<file path="src/rtl/uart8_rx_fifo_pkg.sv">
// Shared constants for the UART receive path.
// Holds the receiver word-width and FIFO depth constants so the receiver and
// the receive FIFO are configured from one place. No ports.
package uart8_rx_fifo_pkg;

    // Receiver data word widths.
    localparam int DATA_BITS_7 = 7;
    localparam int DATA_BITS_8 = 8;

    // Receive FIFO depths (must be powers of two, at least 2).
    localparam int FIFO_DEPTH_16 = 16;
    localparam int FIFO_DEPTH_32 = 32;

    // Width of an entry count able to represent 0..depth inclusive.
    function automatic int count_width(input int depth);
        return $clog2(depth) + 1;
    endfunction

endpackage

</file>
<file path="src/rtl/uart8_rx_fifo_ram.sv">
// fifo_ram: storage array for the receive FIFO.
// Synchronous write, asynchronous (combinational) read, contents not reset.
// Ports:
//   clk   - clock
//   we    - write enable, writes wdata at waddr on the rising edge
//   waddr - write address
//   wdata - write data
//   raddr - read address
//   rdata - data stored at raddr (combinational)
module fifo_ram #(
    parameter int DEPTH = 16,
    parameter int WIDTH = 9
) (
    input  logic                     clk,
    input  logic                     we,
    input  logic [$clog2(DEPTH)-1:0] waddr,
    input  logic [WIDTH-1:0]         wdata,
    input  logic [$clog2(DEPTH)-1:0] raddr,
    output logic [WIDTH-1:0]         rdata
);

    logic [WIDTH-1:0] mem [DEPTH];

    always_ff @(posedge clk) begin
        if (we) begin
            mem[waddr] <= wdata;
        end
    end

    assign rdata = mem[raddr];

endmodule

</file>
<file path="src/rtl/uart8_rx_fifo.sv">
// uart8_rx_fifo: captures words from a UART receiver into a show-ahead FIFO.
// A word is captured on the rising edge of the receiver's rxDone level, so a
// done level held for several cycles yields one entry. Each entry keeps the
// receiver frame-error flag next to its data.
//
// Handshake: the head entry is offered with doutValid; it is consumed on a
// cycle where doutValid and doutReady are both high. dout/doutErr are only
// meaningful while doutValid is high and must hold until consumed.
//
// Ports:
//   clk, rstn  - clock, synchronous active-low reset
//   en         - capture enable
//   rxData     - receiver parallel data
//   rxDone     - receiver done level
//   rxErr      - receiver frame error, valid with rxDone
//   dout       - head data word
//   doutErr    - head error flag
//   doutValid  - FIFO not empty
//   doutReady  - consumer takes the head word
//   count      - number of stored entries
//   full/empty - count==DEPTH / count==0 (registered)
//   overflow   - sticky: a word was dropped because the FIFO was full
//   clrOvf     - clears overflow (a coincident drop wins)
module uart8_rx_fifo
    import uart8_rx_fifo_pkg::*;
#(
    parameter int DATA_BITS = DATA_BITS_8,
    parameter int DEPTH     = FIFO_DEPTH_16
) (
    input  logic                          clk,
    input  logic                          rstn,
    input  logic                          en,
    input  logic [DATA_BITS-1:0]          rxData,
    input  logic                          rxDone,
    input  logic                          rxErr,
    output logic [DATA_BITS-1:0]          dout,
    output logic                          doutErr,
    output logic                          doutValid,
    input  logic                          doutReady,
    output logic [count_width(DEPTH)-1:0] count,
    output logic                          full,
    output logic                          empty,
    output logic                          overflow,
    input  logic                          clrOvf
);

    localparam int PTR_W   = $clog2(DEPTH);
    localparam int CNT_W   = count_width(DEPTH);
    localparam int ENTRY_W = DATA_BITS + 1;

    logic             rx_done_prev;
    logic [PTR_W-1:0] wr_ptr;
    logic [PTR_W-1:0] rd_ptr;
    logic [CNT_W-1:0] count_next;
    logic             push_req;
    logic             push_accept;
    logic             push_drop;
    logic             pop;
    logic [ENTRY_W-1:0] head_entry;

    assign doutValid = ~empty;
    assign pop       = doutValid & doutReady;
    assign push_req  = rxDone & ~rx_done_prev & en;
    // When full, a simultaneous pop frees the slot the push lands in
    // (wr_ptr == rd_ptr); the head is read before the write takes effect.
    assign push_accept = push_req & (~full | pop);
    assign push_drop   = push_req & full & ~pop;

    always_comb begin
        count_next = count;
        if (push_accept && !pop) begin
            count_next = count + CNT_W'(1);
        end else if (!push_accept && pop) begin
            count_next = count - CNT_W'(1);
        end
    end

    always_ff @(posedge clk) begin
        if (!rstn) begin
            // Prev starts high so a done level present at reset release is
            // not mistaken for a new rising edge.
            rx_done_prev <= 1'b1;
            wr_ptr       <= '0;
            rd_ptr       <= '0;
            count        <= '0;
            full         <= 1'b0;
            empty        <= 1'b1;
            overflow     <= 1'b0;
        end else begin
            rx_done_prev <= rxDone;
            if (push_accept) begin
                wr_ptr <= wr_ptr + PTR_W'(1);
            end
            if (pop) begin
                rd_ptr <= rd_ptr + PTR_W'(1);
            end
            count <= count_next;
            full  <= (count_next == CNT_W'(DEPTH));
            empty <= (count_next == '0);
            if (push_drop) begin
                overflow <= 1'b1;
            end else if (clrOvf) begin
                overflow <= 1'b0;
            end
        end
    end

    fifo_ram #(
        .DEPTH(DEPTH),
        .WIDTH(ENTRY_W)
    ) u_ram (
        .clk  (clk),
        .we   (push_accept),
        .waddr(wr_ptr),
        .wdata({rxErr, rxData}),
        .raddr(rd_ptr),
        .rdata(head_entry)
    );

    assign dout    = head_entry[DATA_BITS-1:0];
    assign doutErr = head_entry[DATA_BITS];

endmodule

</file>
<file path="config.mk">
export PLATFORM = sky130hd
export DESIGN_NAME = uart8_rx_fifo
export DESIGN_NICKNAME = d
export VERILOG_FILES = /design/src/rtl/uart8_rx_fifo_pkg.sv /design/src/rtl/uart8_rx_fifo_ram.sv /design/src/rtl/uart8_rx_fifo.sv
export SDC_FILE = /design/constraint.sdc
export NUM_CORES = 1
export LEC_CHECK = 0
export BUFFER_PORTS_ARGS = -buffer_cell sky130_fd_sc_hd__buf_2
export CORE_UTILIZATION = 30
export CTS_CLUSTER_DIAMETER = 30
export DETAILED_ROUTE_END_ITERATION = 7
export SYNTH_ARGS = -nofsm -noshare
export SYNTH_HDL_FRONTEND = slang
export SYNTH_HIERARCHICAL = 1
export SYNTH_SLANG_ARGS = --single-unit
</file>
<file path="constraint.sdc">
create_clock -name clk -period 3.7 [get_ports clk]
set_clock_uncertainty 0.15 [all_clocks]
set_input_delay 0.74 -clock clk [delete_from_list [all_inputs] [get_ports clk]]
set_output_delay 0.74 -clock clk [all_outputs]
set_load 0.1 [all_outputs]
</file>
==> results.txt, run 1 <==
----------------------------------------------------
[STA]
  WHS ... 347 ps
  Unrepaired setup endpoints after global routing ... false
  Highest clock rate ... 0.301 GHz
  Final critical-path share of the clock period ... 89.7%
  Total Negative Setup Slacks ... 0 ps
  Hold Vio Cnt, Final ... 0
  Transition time of the tightest slew-check pin ... 638 ps
  Number of pins with negative max-slew slack in the final report ... 0
  Worst max-slew margin expressed relative to the limit ... 57.5%
  # setup viols final ... 0
  Fin crit period ... 3320 ps

[Cells and area]
  Final Util ... ~36%
  Reg area ... 4670 sq um
  Number of nets in the layout ... between 400 and 500
  Commonest non-fill, non-tap cells in the layout ... sky130_fd_sc_hd__edfxtp_1, sky130_fd_sc_hd__buf_2, sky130_fd_sc_hd__buf_4, sky130_fd_sc_hd__nor2_1, sky130_fd_sc_hd__mux4_2
  Ant diodes ... 0
  Most common cell after layout, fill and taps aside ... sky130_fd_sc_hd__edfxtp_1
  Fill cell instance count of the final layout ... 1933
  Share of layout cells above drive strength 1 ... a little over a quarter
  Area delta synth->final ... 18.1%
  Total area of multi-input combinational cells ... 1620 sq um
  Post-route design area ... around 7600 sq um

[Floorplanning]
  Starting Density ... 30.5%
  Num ports ... 33
  Area of the die ... 22000 sq um
  Cell Rows ... 53
  Die Y ... 148 microns
  Core Box Area ... 21000 sq um
  Die W ... around 150 microns

[Critical path]
  Ordered cell list for the critical path ... buf_12 -> mux4_1 -> a22oi_1 -> nand2_1 -> buf_2
  Slowest library cell on the worst path ... sky130_fd_sc_hd__mux4_1
  Critical Path End Type ... primary output
  Count of cells along the worst register-to-register path ... 5
  Max FO, Critical Path ... 23
  Worst Path Arrival ... 2430 ps
  Crit start category ... flip-flop
  Slowest Stage Delay on Critical Path ... 570 ps
  Req. time, crit path ... 2810 ps
  Critical path class ... flip-flop to primary output

[Status]
  Result of the run ... completed

[Yosys]
  Ys Warns ... 6
  Area share of the largest cell type after synthesis ... 67.4%
  Post-synth EDFFs ... 144
  Seq/Total Area, Yosys ... 72.7%
  Post-Synthesis Mean Instance Area ... roughly 19 sq um
  Async set-reset flop share out of synthesis ... 0%
  FF+latch count, synth ... 161
  Commonest register cell after synthesis ... sky130_fd_sc_hd__edfxtp_1
  Number of distinct library cell variants in the gate-level netlist after synthesis ... between 40 and 50
  Cell count after synthesis ... 335
  Dominant cells by area after synthesis ... sky130_fd_sc_hd__edfxtp_1, sky130_fd_sc_hd__mux4_2, sky130_fd_sc_hd__mux4_1
  Synthesized area ... 6420 sq um
  Mapped Nets ... 354
  Cell type contributing the most total cell area after synthesis ... sky130_fd_sc_hd__edfxtp_1

[Route]
  Detail Route Antenna Nets ... 0
  Routed WL per cell ... 18.8 microns
  WL final ... 12.9 mm
  TritonRoute pass-1 iters ... 4
  Vias post-DR ... roughly 3300
  Average vias per placed instance ... 4.84
  Count of routing violations after the opening detailed-route iteration ... 266
  Remaining design rule violation count ... 0

[Clocking]
  Maximum number of buffers from clock root to sink ... 2
  Total number of clock tree sinks ... 161
  Clock transition at the register clock pins on the worst setup and hold paths after CTS ... 60 ps
  TritonCTS clock tree ... built
  Library cell used as clock root buffer ... sky130_fd_sc_hd__clkbuf_16
  Clock H-tree levels ... 4
  Total setup buffers inserted after CTS ... 0
  Resized Gates After CTS ... 0
  Post-CTS Hold Fix Bufs ... 0
  TritonCTS buffer count ... 17
  Clock latency on the worst-skew pair ... 420 ps

[GRT]
  Initial antenna violation count ... 0
  Via count of the first global-routing pass ... 3428
  Total grt overflow ... 0
  Pin count of the biggest net entering global routing ... 40
  Gr usage total ... 12.8%
  Global-route wire length before repair ... 20.1 mm

[Power]
  VDD IR max ... slightly below 0.0005 V
  Switching share of power ... 29.3%
  Fraction of power consumed by the clock network ... 35.9%
  Internal power ... between 3 and 4 mW
  Power density over the cells ... 614 nW/um^2
  Leak pwr ... roughly 2.5 nW
  Comb power frac ... 19.8%
  Net switching power ... 1.37 mW
  Relative contribution of sequential cells to total power ... approximately 44%

[Job]
  Max Cap Violations ... 0

[Placement]
  Count of buffers inserted at the top-level ports ... 32
  Routability Congestion ... about 0.81
  Total cell area at the placement stage ... 7010 sq um
  Estimated wirelength of the detail-placed design ... 8.49 mm

[Worst hold path]
  Worst hold path class ... flip-flop to flip-flop
  Hold depth ... 2

----------------------------------------------------
## cells by family after synthesis
logic type	count (synthesis)	share of synthesized area [%]
adders and majority gates	4	0.780
muxes	37	13.7
buffers and inverters	18	2.09
and+or+nand+nor	76	6.26
xor gates and xnor gates	9	1.23
AOI/OAI and AO/OA	30	3.28
DFF	161	72.7
## synthesized netlist by cell type, types with 4 or more instances
| cell type | number |
|---|---|
| sky130_fd_sc_hd__and2_1 | 5 |
| sky130_fd_sc_hd__mux4_2 | 21 |
| sky130_fd_sc_hd__dfxtp_1 | 17 |
| sky130_fd_sc_hd__nor2_1 | 22 |
| sky130_fd_sc_hd__ha_1 | 4 |
| sky130_fd_sc_hd__xor2_1 | 5 |
| sky130_fd_sc_hd__mux4_1 | 15 |
| sky130_fd_sc_hd__nand3_1 | 5 |
| sky130_fd_sc_hd__a22oi_1 | 18 |
| sky130_fd_sc_hd__a21oi_1 | 4 |
| sky130_fd_sc_hd__nand4_1 | 4 |
| sky130_fd_sc_hd__nand2_1 | 17 |
| sky130_fd_sc_hd__xnor2_1 | 4 |
| sky130_fd_sc_hd__edfxtp_1 | 144 |
| sky130_fd_sc_hd__inv_1 | 5 |
| sky130_fd_sc_hd__nor3_1 | 4 |
## worst max-delay path: cells and delay by family (launching register included)
family,cells,cell delay [ps]
multiplexers,1,570
AND/OR/NAND/NOR,1,110
buffers and inverters,2,560
flip-flops,1,460
AO/OA/AOI/OAI,1,300
## layer usage
metal  track usage [%]  wire [microns]
met3              3.56             877
met5                 0               0
met4              4.90             208
met1              15.9            5310
met2              21.1            6510
## registers in the layout, indices dropped and copies added (netlist names)
| name | count |
|---|---|
| wr_ptr | 4 |
| full | 1 |
| rd_ptr | 4 |
| rx_done_prev | 1 |
| overflow | 1 |
| u_ram/mem | 144 |
| count | 5 |
| empty | 1 |
## path summary, 6_finish.rpt
kind                                         to          from  slack [ps]
worst max-delay path                    dout[3]     rd_ptr[0]         380
worst min-delay path                   overflow      overflow         350
worst max register to register  u_ram/mem[0][6]  rx_done_prev        1120
worst min register to register         overflow      overflow         350
## stage by stage
step / instances / power (mW) / setup WS (ps)
after detailed placement: 654 / 3.02 / 652
after CTS: 686 / 4.69 / 356
after global routing: 686 / 4.83 / 259
after floorplan: 335 / 2.87 / 566
after global placement: 654 / 3.01 / 771
final: 686 / 4.65 / 380
## layout make-up
cell class	count	area share, %
clock buffers	18	5.66
clock inverters	14	1.85
inverters	5	0.248
multi-input cells	156	21.4
flip-flops and latches	161	61.6
well taps	275	4.54
repair buffers	57	4.76
## power groups by stage
stage	sequential, mW	combinational, mW	clock, mW
2_1_floorplan	2.26	0.601	0
3_3_place_gp	2.10	0.916	0
3_5_place_dp	2.10	0.926	0
4_1_cts	2.06	0.929	1.71
5_1_grt	2.06	0.977	1.79
6_report	2.06	0.919	1.67
(Power assumes the default switching activity.)
==> run 2, diff against run 1 <==
CORE_UTILIZATION = 45   (was 30)
==> results.txt, run 2 (synthesis gave the netlist of run 1 again) <==
----------------------------------------------------
[Placement]
  Count of buffers inserted at the top-level ports ... 32
  Total cell area at the placement stage ... 6890 sq um
  Total instance count after detailed placement ... 558
  Estimated wirelength of the detail-placed design ... 8.34 mm
  Routability Congestion ... between 0.7 and 0.8
  Pre-CTS worst setup slack ... around 740 ps

[Route]
  Detail Route Antenna Nets ... 0
  Count of routing violations after the opening detailed-route iteration ... 230
  Remaining design rule violation count ... 0
  WL final ... 12.8 mm
  Routed WL per cell ... 21.8 microns
  Average vias per placed instance ... 5.51
  TritonRoute pass-1 iters ... 4
  Vias post-DR ... 3246

[STA]
  Fin crit period ... 3360 ps
  PnR worst setup slack ... 336 ps
  Worst max-slew margin expressed relative to the limit ... 62.4%
  # setup viols final ... 0
  Highest clock rate ... 0.297 GHz
  Total Negative Setup Slacks ... 0 ps
  Hold Vio Cnt, Final ... 0
  Unrepaired setup endpoints after global routing ... false
  Final critical-path share of the clock period ... 90.9%
  Transition time of the tightest slew-check pin ... 564 ps
  Number of pins with negative max-slew slack in the final report ... 0

[Status]
  Result of the run ... completed

[Critical path]
  Slowest library cell on the worst path ... sky130_fd_sc_hd__dfxtp_1
  Critical Path End Type ... primary output
  Slowest Stage Delay on Critical Path ... 670 ps
  Critical path buffer and inverter count ... 2
  Worst Path Arrival ... 2470 ps
  Crit start category ... flip-flop
  Critical path class ... flip-flop to primary output
  Ordered cell list for the critical path ... buf_4 -> mux4_2 -> a22oi_1 -> nand2_1 -> buf_2
  Crit path max-delay family ... flip-flops
  Max FO, Critical Path ... 16
  Req. time, crit path ... 2810 ps

[Cells and area]
  Commonest non-fill, non-tap cells in the layout ... sky130_fd_sc_hd__edfxtp_1, sky130_fd_sc_hd__buf_2, sky130_fd_sc_hd__nor2_1, sky130_fd_sc_hd__buf_4, sky130_fd_sc_hd__mux4_2
  Area delta synth->final ... 17.8%
  Register bank with the most flops ... u_ram/mem
  Post-Layout Cell Count ... 589
  Number of nets in the layout ... 416
  Post-route design area ... 7560 sq um
  Top flop regs ... u_ram/mem x144, count x5
  Reg area ... 4670 sq um
  Largest register FFs ... 144
  Fill cell instance count of the final layout ... between 1000 and 1500
  Ant diodes ... 0
  Share of layout cells above drive strength 1 ... between 20 and 30%
  Total area of multi-input combinational cells ... ~1600 sq um
  Most common cell after layout, fill and taps aside ... sky130_fd_sc_hd__edfxtp_1

[Clocking]
  Total setup buffers inserted after CTS ... 0
  Clock H-tree levels ... 4
  TritonCTS clock tree ... built
  Clock transition at the register clock pins on the worst setup and hold paths after CTS ... ~60 ps
  Post-CTS Hold Fix Bufs ... 0
  Maximum number of buffers from clock root to sink ... 2
  Resized Gates After CTS ... 0
  Total number of clock tree sinks ... about 160
  Library cell used as clock root buffer ... sky130_fd_sc_hd__clkbuf_16
  TritonCTS buffer count ... 17
  Clock latency on the worst-skew pair ... between 400 and 500 ps

[Floorplanning]
  Starting Density ... 46.2%
  Area of the die ... 14700 sq um
  Cell Rows ... 43
  Die Y ... between 100 and 150 microns
  Core Box Area ... 13900 sq um
  Die W ... 121 microns
  Num ports ... 33

[GRT]
  Pin count of the biggest net entering global routing ... 17
  Gr usage total ... 19.3%
  Total grt overflow ... 0
  Global-route wire length before repair ... 19.7 mm
  Initial antenna violation count ... 0
  Via count of the first global-routing pass ... 3349

[Job]
  Max Cap Violations ... 0

[Worst hold path]
  Worst hold path class ... flip-flop to flip-flop

[Power]
  VDD IR max ... between 0.0005 and 0.0006 V
  Total power of the final layout ... 4.93 mW
  Leak pwr ... between 2 and 3 nW
  Power density over the cells ... 653 nW/um^2

----------------------------------------------------
==> run 2: cell types whose count changed in the layout (fill, tap and decap cells not counted) <==
cell / before / now
sky130_fd_sc_hd__buf_12: 1 / 2
sky130_fd_sc_hd__clkinv_4: 3 / 4
sky130_fd_sc_hd__clkbuf_1: 1 / 0
sky130_fd_sc_hd__inv_6: 1 / 0
sky130_fd_sc_hd__bufinv_16: 2 / 6
sky130_fd_sc_hd__clkinv_2: 3 / 1
sky130_fd_sc_hd__clkinv_1: 2 / 1
sky130_fd_sc_hd__buf_4: 24 / 22
sky130_fd_sc_hd__clkinvlp_4: 3 / 2
==> run 2: final timing paths <==
kind / from / to / slack, ps / cells after the start
min reg2reg: overflow / overflow / 360 / 2
max: rd_ptr[1] / dout[7] / 340 / 5
min: overflow / overflow / 360 / 2
max reg2reg: rx_done_prev / u_ram/mem[0][2] / 1320 / 6
==> run 2: through the flow <==
stage | utilization, % | hold slack [ps]
after floorplan | - | 324
after global placement | 49.7 | 327
after detailed placement | 49.7 | 336
after CTS | 54.4 | 365
after global routing | 54.4 | 384
final | 54.4 | 356
==> run 2: where the power goes <==
part           internal [mW]  switching (mW)
clock                   1.26           0.693
combinational          0.296           0.612
sequential              2.01          0.0607
total                   3.57            1.37
==> run 2: metal layers <==
layer	global-route usage [%]	vias to the layer above	part of all wire, %	wire length (microns)
met5	0	-	0	0
li1	-	1487	-	-
met3	4.14	18	3.9	494
met4	7.41	0	1.5	188
met2	30.5	76	49	6330
met1	26.2	1665	45	5810
==> run 2: area by class of cell <==
type,instances,area share [%]
timing repair buffer,56,4.83
clock buffer,17,5.63
inverter,5,0.248
clock inverter,14,3.16
tap,180,2.98
sequential,161,61.7
multi-input combinational,156,21.4
==> run 2: worst register-to-register path: cells and delay by family, from the launching register on <==
kind | cells | cell delay [ps]
AND/OR/NAND/NOR | 3 | 1020
AO/OA/AOI/OAI | 1 | 190
buffers and inverters | 2 | 430
flip-flops | 1 | 300
